**src/rtl/vga_timing_pkg.sv**
```systemverilog
// 640x480@60 timing defaults shared by the VGA controller and receiver,
// plus the receiver FSM state encodings.
package vga_timing_pkg;

  localparam int unsigned VgaHVisible   = 640;
  localparam int unsigned VgaHFront     = 16;
  localparam int unsigned VgaHSync      = 96;
  localparam int unsigned VgaHBack      = 48;
  localparam int unsigned VgaVVisible   = 480;
  localparam int unsigned VgaVFront     = 10;
  localparam int unsigned VgaVSync      = 2;
  localparam int unsigned VgaVBack      = 33;
  localparam int unsigned VgaLockFrames = 2;

  localparam logic [1:0] StSearch  = 2'd0;
  localparam logic [1:0] StMeasure = 2'd1;
  localparam logic [1:0] StLocked  = 2'd2;

  function automatic int unsigned vga_total(input int unsigned visible, input int unsigned front,
                                            input int unsigned sync, input int unsigned back);
    return visible + front + sync + back;
  endfunction

endpackage

```
**src/rtl/vga_sync_edge.sv**
```systemverilog
// Registers one sync input and flags the cycle its active level begins.
module vga_sync_edge #(
  parameter bit ActiveLow = 1'b1
) (
  input  logic clk_i,
  input  logic rst_ni,
  input  logic sync_i,
  output logic edge_o
);

  logic sync_q, sync_d;
  logic prev_q, prev_d;
  logic active;

  always_comb begin
    sync_d = sync_i;
    active = ActiveLow ? !sync_q : sync_q;
    prev_d = active;
    edge_o = active && !prev_q;
  end

  // Reset to the inactive level so leaving reset never fakes an edge.
  always_ff @(posedge clk_i or negedge rst_ni) begin
    if (!rst_ni) begin
      sync_q <= ActiveLow;
      prev_q <= 1'b0;
    end else begin
      sync_q <= sync_d;
      prev_q <= prev_d;
    end
  end

endmodule

```
**src/rtl/vga_sync_receiver.sv**
```systemverilog
// VGA sink: recovers line/frame timing from h_sync/v_sync, validates it against
// the configured mode and emits registered row/col/visible/rgb.
module vga_sync_receiver
  import vga_timing_pkg::*;
#(
  parameter int unsigned H_VISIBLE       = VgaHVisible,
  parameter int unsigned H_FRONT         = VgaHFront,
  parameter int unsigned H_SYNC          = VgaHSync,
  parameter int unsigned H_BACK          = VgaHBack,
  parameter int unsigned V_VISIBLE       = VgaVVisible,
  parameter int unsigned V_FRONT         = VgaVFront,
  parameter int unsigned V_SYNC          = VgaVSync,
  parameter int unsigned V_BACK          = VgaVBack,
  parameter bit          SYNC_ACTIVE_LOW = 1'b1,
  parameter int unsigned LOCK_FRAMES     = VgaLockFrames
) (
  input  logic       pixel_clk,
  input  logic       reset_n,
  input  logic       h_sync,
  input  logic       v_sync,
  input  logic       R,
  input  logic       G,
  input  logic       B,
  output logic       locked,
  output logic       visible,
  output logic [9:0] row,
  output logic [9:0] col,
  output logic [2:0] rgb,
  output logic       line_start,
  output logic       frame_start
);

  localparam int unsigned HTotal  = vga_total(H_VISIBLE, H_FRONT, H_SYNC, H_BACK);
  localparam int unsigned VTotal  = vga_total(V_VISIBLE, V_FRONT, V_SYNC, V_BACK);
  localparam logic [11:0] HTotalW = 12'(HTotal);
  localparam logic [10:0] VTotalW = 11'(VTotal);
  localparam logic [10:0] HTimeout = 11'(2 * HTotal);
  localparam logic [10:0] HStartW = 11'(H_SYNC + H_BACK);
  localparam logic [10:0] HEndW   = 11'(H_SYNC + H_BACK + H_VISIBLE);
  localparam logic [9:0]  VStartW = 10'(V_SYNC + V_BACK);
  localparam logic [9:0]  VEndW   = 10'(V_SYNC + V_BACK + V_VISIBLE);
  localparam logic [7:0]  LockW   = 8'(LOCK_FRAMES);

  logic h_edge, v_edge;

  vga_sync_edge #(.ActiveLow(SYNC_ACTIVE_LOW)) u_hs_edge (
    .clk_i (pixel_clk),
    .rst_ni(reset_n),
    .sync_i(h_sync),
    .edge_o(h_edge)
  );

  vga_sync_edge #(.ActiveLow(SYNC_ACTIVE_LOW)) u_vs_edge (
    .clk_i (pixel_clk),
    .rst_ni(reset_n),
    .sync_i(v_sync),
    .edge_o(v_edge)
  );

  logic [2:0]  pix_q, pix_d;
  logic [10:0] hcount_q, hcount_d;
  logic [9:0]  vcount_q, vcount_d;
  logic        vs_pending_q, vs_pending_d;
  logic        line_err_q, line_err_d;
  logic [1:0]  state_q, state_d;
  logic [7:0]  good_cnt_q, good_cnt_d;
  logic        visible_q, visible_d;
  logic [9:0]  row_q, row_d, col_q, col_d;
  logic [2:0]  rgb_q, rgb_d;
  logic        line_start_q, frame_start_q;
  logic        boundary, line_bad, timeout, frame_bad;

  always_comb begin
    pix_d     = {R, G, B};
    boundary  = h_edge && (vs_pending_q || v_edge);
    line_bad  = h_edge && (({1'b0, hcount_q} + 12'd1) != HTotalW);
    timeout   = !h_edge && (hcount_q >= HTimeout);
    frame_bad = ({1'b0, vcount_q} + 11'd1) != VTotalW;

    hcount_d = h_edge ? 11'd0 : ((hcount_q == '1) ? hcount_q : hcount_q + 11'd1);
    vcount_d = vcount_q;
    if (boundary) begin
      vcount_d = 10'd0;
    end else if (h_edge && (vcount_q != '1)) begin
      vcount_d = vcount_q + 10'd1;
    end

    vs_pending_d = boundary ? 1'b0 : (vs_pending_q || v_edge);
    line_err_d   = boundary ? 1'b0 : (line_err_q || line_bad || timeout);

    state_d    = state_q;
    good_cnt_d = good_cnt_q;
    case (state_q)
      StSearch: begin
        if (boundary) begin
          state_d    = StMeasure;
          good_cnt_d = 8'd0;
        end
      end
      StMeasure: begin
        if (timeout) begin
          state_d    = StSearch;
          good_cnt_d = 8'd0;
        end else if (boundary) begin
          // The line closed by this edge still belongs to the frame being judged.
          if (line_err_q || line_bad || frame_bad) begin
            good_cnt_d = 8'd0;
          end else if ((good_cnt_q + 8'd1) >= LockW) begin
            state_d    = StLocked;
            good_cnt_d = 8'd0;
          end else begin
            good_cnt_d = good_cnt_q + 8'd1;
          end
        end
      end
      StLocked: begin
        if (line_bad || timeout || (boundary && frame_bad)) begin
          state_d    = StSearch;
          good_cnt_d = 8'd0;
        end
      end
      default: begin
        state_d    = StSearch;
        good_cnt_d = 8'd0;
      end
    endcase

    // Map with the next-state counters: they index the pixel now held in pix_q.
    visible_d = (state_q == StLocked) && (hcount_d >= HStartW) && (hcount_d < HEndW) &&
                (vcount_d >= VStartW) && (vcount_d < VEndW);
    col_d = visible_d ? 10'(hcount_d - HStartW) : 10'd0;
    row_d = visible_d ? (vcount_d - VStartW) : 10'd0;
    rgb_d = visible_d ? pix_q : 3'd0;
  end

  always_ff @(posedge pixel_clk or negedge reset_n) begin
    if (!reset_n) begin
      pix_q         <= 3'd0;
      hcount_q      <= 11'd0;
      vcount_q      <= 10'd0;
      vs_pending_q  <= 1'b0;
      line_err_q    <= 1'b0;
      state_q       <= StSearch;
      good_cnt_q    <= 8'd0;
      visible_q     <= 1'b0;
      row_q         <= 10'd0;
      col_q         <= 10'd0;
      rgb_q         <= 3'd0;
      line_start_q  <= 1'b0;
      frame_start_q <= 1'b0;
    end else begin
      pix_q         <= pix_d;
      hcount_q      <= hcount_d;
      vcount_q      <= vcount_d;
      vs_pending_q  <= vs_pending_d;
      line_err_q    <= line_err_d;
      state_q       <= state_d;
      good_cnt_q    <= good_cnt_d;
      visible_q     <= visible_d;
      row_q         <= row_d;
      col_q         <= col_d;
      rgb_q         <= rgb_d;
      line_start_q  <= h_edge;
      frame_start_q <= boundary;
    end
  end

  assign locked      = (state_q == StLocked);
  assign visible     = visible_q;
  assign row         = row_q;
  assign col         = col_q;
  assign rgb         = rgb_q;
  assign line_start  = line_start_q;
  assign frame_start = frame_start_q;

endmodule

```
**config.mk**
```make
export PLATFORM = sky130hd
export DESIGN_NAME = vga_sync_receiver
export DESIGN_NICKNAME = d
export VERILOG_FILES = /design/src/rtl/vga_timing_pkg.sv /design/src/rtl/vga_sync_edge.sv /design/src/rtl/vga_sync_receiver.sv
export SDC_FILE = /design/constraint.sdc
export NUM_CORES = 1
export LEC_CHECK = 0
export CORE_ASPECT_RATIO = 0.9
export CORE_MARGIN = 4
export CORE_UTILIZATION = 35
export DETAILED_ROUTE_END_ITERATION = 12
export GPL_ROUTABILITY_DRIVEN = 0
export GPL_TIMING_DRIVEN = 0
export PLACE_DENSITY = 0.6
export RECOVER_POWER = 50
export SLEW_MARGIN = 25
export SYNTH_ARGS = -nofsm -noshare
export SYNTH_HDL_FRONTEND = slang
export SYNTH_SLANG_ARGS = --single-unit
```
**constraint.sdc**
```tcl
create_clock -name pixel_clk -period 5.1 [get_ports pixel_clk]
set_input_delay 1.275 -clock pixel_clk [delete_from_list [all_inputs] [get_ports pixel_clk]]
set_output_delay 1.275 -clock pixel_clk [all_outputs]
set_load 0.02 [all_outputs]
```
Yosys cells after proc, flatten, opt, wreduce, memory -nomap -nowiden
Cells that the tools add are included.
- multiplexer cells: 23
- reduce and logical (&&, ||, !) cells: 25
- add/subtract/negate cells: 7
- magnitude comparators: 6
- equal/unequal tests: 11
- operators by type and width (cell ; number):
    $mux 8 ; 6
    $mux 10 ; 4
    $pmux 8 s3 ; 1
    $mux 11 ; 2
    $add 11x1->12 const B ; 1
    $mux 2 ; 6
    $ne 12x10->1 const B ; 1
    $add 10x1->11 const B ; 1
    $add 11x1->11 const B ; 1
    $eq 11x11->1 const B ; 1
    $ge 11x11->1 const B ; 1
    $ge 11x8->1 const B ; 1
    $logic_and 1x1->1 ; 11
    $lt 11x10->1 const B ; 1
    $ne 11x10->1 const B ; 1
    $add 10x1->10 const B ; 1
    $ge 10x6->1 const B ; 1
    $lt 10x10->1 const B ; 1
    $ne 10x10->1 const B ; 1
    $sub 10x6->10 const B ; 1
    $sub 10x8->10 const B ; 1
    $ne 3x3->1 const B ; 3
    $add 8x1->8 const B ; 1
    $ge 8x2->1 const B ; 1
    other kinds (12) ; 22
- bits of input ports: 7
- register bits: 66
- logic and storage cells: 89
- output and inout port bits: 27

Depth between registers and ports, before layout
- depth after elaboration: 9
- mapped depth: 13
- depth with buffers taken out: 10

Modules after synthesis
A second synthesis with hierarchy kept.
- cells, all modules: 380
- area, all modules: 3699.8 sq um
- modules (own cells, without submodules) (module ; cells each ; instances ; area an instance (sq um) ; sequential area each (sq um)):
    vga_sync_receiver ; 372 ; 1 ; 3582.2 ; 1551.5
    vga_sync_edge ; 4 ; 2 ; 58.8 ; 51.3

Least setup slack after synthesis
OpenSTA, ideal clock, no wires.
- path type: register to register
- from: reg vcount_q[1]
- to: reg col_q[7] (netlist: col[7])
- setup time: 0.072 ns
- data required time: 5.028 ns
- period minus slack after synthesis: 3.425 ns
- slack: 1.675 ns
- stages on the path, launching flop included: 12
- buffers on the path: 1
- arrival: 3.353 ns
- path through: dfrtp_1 -> ha_1 -> nand3_1 -> o31ai_4 -> mux2i_1 -> nor2_1 -> ha_1 -> or4_4 -> or4b_1 -> a221o_2 -> buf_6 -> nor2_1
- word-level cells in the longest chain between the ends: 8
- elaborated cells on any way between the ends: 10
- classes of those cells: add/sub: 1; order compare: 2; eq/ne: 1; mux: 3; reduce/logical: 3
- RTL lines (item ; RTL line ; source):
    from (decl) ; vga_sync_receiver.sv:62 ; logic [9:0] vcount_q, vcount_d;
    from (signal assigned) ; vga_sync_receiver.sv:154 ; vcount_q <= vcount_d;
    branches (longest 2 deep; another with $add 10x1->10) ; -- ;
    $mux 10 * ; vga_sync_receiver.sv:84 ; end else if (h_edge && (vcount_q != '1)) begin
    $mux 10 * ; vga_sync_receiver.sv:82 ; if (boundary) begin
    via vcount_d[1] ; vga_sync_receiver.sv:62 ;
    $ge 10x6->1 ; vga_sync_receiver.sv:130 ; (vcount_d >= VStartW) && (vcount_d < VEndW);
    $logic_and 1x1->1 ; vga_sync_receiver.sv:129 ; visible_d = (state_q == StLocked) && (hcount_d >= HStartW) && (hcount_d < HEndW) &&
    $logic_and 1x1->1 * ; vga_sync_receiver.sv:130 ;
    $mux 10 * ; vga_sync_receiver.sv:131 ; col_d = visible_d ? 10'(hcount_d - HStartW) : 10'd0;
    via col_d[7] ; vga_sync_receiver.sv:68 ; logic [9:0] row_q, row_d, col_q, col_d;
    to (signal assigned) ; vga_sync_receiver.sv:161 ; col_q <= col_d;
    to (decl) ; vga_sync_receiver.sv:68 ;
Mark *: on every way through the listed nets, which the timed path passes.
A chain may end at the register's enable or synchronous reset.

Worst setup path in the final report
- from: reg vcount_q[4]
- to: reg row_q[9] (netlist: row[9])
- word-level cells in the longest chain between the ends: 8
- elaborated cells on any way between the ends: 11
- classes of those cells: add/sub: 2; order compare: 2; eq/ne: 1; mux: 3; reduce/logical: 3
- RTL lines (item ; RTL line ; source):
    $ne 10x10->1 * ; vga_sync_receiver.sv:84 ;
    $logic_and 1x1->1 * ; vga_sync_receiver.sv:84 ;
    $mux 10 * ; vga_sync_receiver.sv:84 ;
    $mux 10 * ; vga_sync_receiver.sv:82 ;
    via vcount_d[1] ; vga_sync_receiver.sv:62 ;
    $ge 10x6->1 ; vga_sync_receiver.sv:130 ;
    $logic_and 1x1->1 ; vga_sync_receiver.sv:129 ;
    $logic_and 1x1->1 ; vga_sync_receiver.sv:130 ;
    $mux 10 * ; vga_sync_receiver.sv:132 ; row_d = visible_d ? (vcount_d - VStartW) : 10'd0;
    via row_d[9] ; vga_sync_receiver.sv:68 ;
    to (signal assigned) ; vga_sync_receiver.sv:160 ; row_q <= row_d;
    to (decl) ; vga_sync_receiver.sv:68 ;
Mark *: on every way through the listed nets, which the timed path passes. The rest lies on a longest branch.

==> run metrics <==
status=complete, but fails checks; failing checks=capacitance limit, slew limit; Vias/cell=5.44; RSZ-0062 raised after global routing=no; CTS tree=built; Post-route DRC=0; Lkg Pwr=1.99 nW; htree depth=3; slowest cell on the critical path=or4_4; max incr delay on CP=580 ps; Clock Tree Buf Depth=2; relative slew slack=-66.7%; Initial Util=36.2%; CTS clk-pin slew, worst paths=60 ps; Synth cell types=76; Slew @ Worst Pin=2500 ps; Post-synth EDFFs=0; initial antenna violation count=0; Synth area leader=dfrtp_1; CP Capture Type=flip-flop; Iteration-0 DRC Markers=204; Pre-antenna DRT Iters=4; CP Buf/Inv Count=2; total power=about 1.5 mW; Rows=34; Hold Path Class=flip-flop to flip-flop; CP Cell Sequence=clkbuf_1, nand4_1, o31ai_4, mux2i_1, nor2_1, ha_1, or4_4, or4b_1, a221o_2, buf_6, nor2_1; # placed instances=519; Max Clock Skew=roughly 8.9 ps; core footprint=0.00978 mm²; Total GRT Usage=14.7%; most frequent cell after synthesis=dfrtp_1; FFs w/ async S/R, synth=100%; detailed-placement wirelength estimate=5790 µm; clk sinks=66; top post-synthesis cells by area=dfrtp_1, ha_1, nor2_1; crit-path max FO=10; fin area=0.00435 mm²; Net count, final=about 420; hold-fix buffers at CTS=0; CP startpoint kind=flip-flop; Wirelength per Cell=about 15 µm; Max-cap violations=1; Synth Cell Area=0.00355 mm²; non-filler instance count after layout=535; final hold viol count=0; post-route setup slack=~1100 ps; critical path type=flip-flop to flip-flop; Synth Register Bits=66; die area=0.0118 mm²; Setup Buffers After CTS=0; hold_sp=u_vs_edge.sync_q; R2R Path Start=vcount_q[4]; top-area cell type share of the netlist area=45.2%; Most common cell on crit path=nor2_1; CTS root buf=clkbuf_16; Worst-Skew Late Latency=around 330 ps; Final min period=4000 ps; endpoints failing setup=0; setup_tns=0 ps; sequential share of the synthesized area=46.6%; num ports=34; Syn Area/Cell=9.88 µm²; Die Ht=approximately 100 µm; Ant. Diodes=0; prevailing post-synth register cell=dfrtp_1; Fillers=approximately 960; Synth top cells by count=dfrtp_1, nor2_1, nand2_1, inv_1, a21oi_1; Post-Place Setup Slack=1180 ps; post-CTS sizing=0; vias post-DR=2,911; maximum VDD drop=281 µV; TritonCTS buffer count=9; part of the cycle the worst path needs=78.3%; fmax=around 0.25 GHz; first-pass GRT wire length=13,800 µm; Synthesized Nets=376; Area after DPL=0.00406 mm²; gr ovfl total=0; power per cell area=~350 mW/mm²; Port Buffers=33; Crit. Startpoint=vcount_q[4]; hold slack=approximately 460 ps; crit-path leading delay family=simple AND/OR/NAND/NOR gates; Die Width=114 µm; largest net degree at the start of global routing=48; Syn. warnings=0; area growth from synthesis to layout=22.6%; layout cells sized above 1=approximately an eighth; Worst Path Arrival=around 4200 ps; pins over their slew limit=48; post-synthesis cell count=359; Antenna Violating Nets Remaining=0; Final Util=44.4%; WP data required=5340 ps; vias in the first global route=between 2,000 and 3,000; routed wire length=roughly 8100 µm
[cells by family (layout without fill, tap and decap cells)]
logic type	count (synthesis)	count (layout)	share of synthesized area, %
AO/OA/AOI/OAI	82	82	18.3
multiplexers	7	7	2.08
XOR/XNOR	13	13	3.21
buffers and inverters	47	97	5.86
adder cells (fa/ha/maj)	10	10	3.53
flip-flops	66	66	46.6
AND/OR/NAND/NOR	134	134	20.4
[sequential cells by signal, indices dropped and copies added (netlist names)]
| register | flops |
|---|---|
| pix_q | 3 |
| vs_pending_q | 1 |
| rgb | 3 |
| hcount_q | 11 |
| visible | 1 |
| row | 10 |
| line_start | 1 |
| u_hs_edge.sync_q | 1 |
| u_vs_edge.prev_q | 1 |
| state_q | 2 |
| col | 10 |
| u_vs_edge.sync_q | 1 |
| frame_start | 1 |
| vcount_q | 10 |
| line_err_q | 1 |
| u_hs_edge.prev_q | 1 |
| good_cnt_q | 8 |
[layout make-up]
type                            instances  area, µm²  area share, %
Inverter                               28        113           2.59
Clock buffer                            9        225           5.18
Tap cell                              126        158           3.63
Timing Repair Buffer                   34        328           7.54
Sequential cell                        66       1650           38.1
Clock inverter                          7        108           2.48
Buffer                                 19       92.6           2.13
Multi-Input combinational cell        246       1670           38.4
[worst paths after layout]
kind                               endpoint  slack (ps)  cells after the start
min reg2reg                u_vs_edge.prev_q         460                      1
min                        u_vs_edge.prev_q         460                      1
min in group asynchronous            rgb[1]        1080                      1
max                                  row[9]        1100                     11
max in group asynchronous     good_cnt_q[0]        1150                      2
max reg2reg                          row[9]        1100                     11
[cell usage in the layout, fill, tap and decap left out, types with 7 or more instances in the layout]
master            n
nor2_1           31
clkbuf_16         9
nor3_1            7
a21oi_1          17
nand2_1          27
clkdlybuf4s50_1  27
inv_1            27
and2_1           11
ha_1             10
nand3_1          11
xnor2_1           9
nand4_1          10
a211oi_1          7
dfrtp_1          64
clkbuf_1         16
[layer usage]
metal | up-vias | GRT usage (%) | wire (µm)
li1 | 1395 | - | -
met1 | 1405 | 19.6 | 3680
met2 | 100 | 23.4 | 3840
met3 | 11 | 3.49 | 482
met4 | 0 | 5.94 | 125
met5 | - | 0 | 0
[where the power goes]
part           switching, mW  internal (mW)  leakage, nW
clock                  0.248          0.438        0.160
combinational          0.162          0.105        0.947
sequential            0.0363          0.554        0.884
Power figures use the tool's default switching activity.
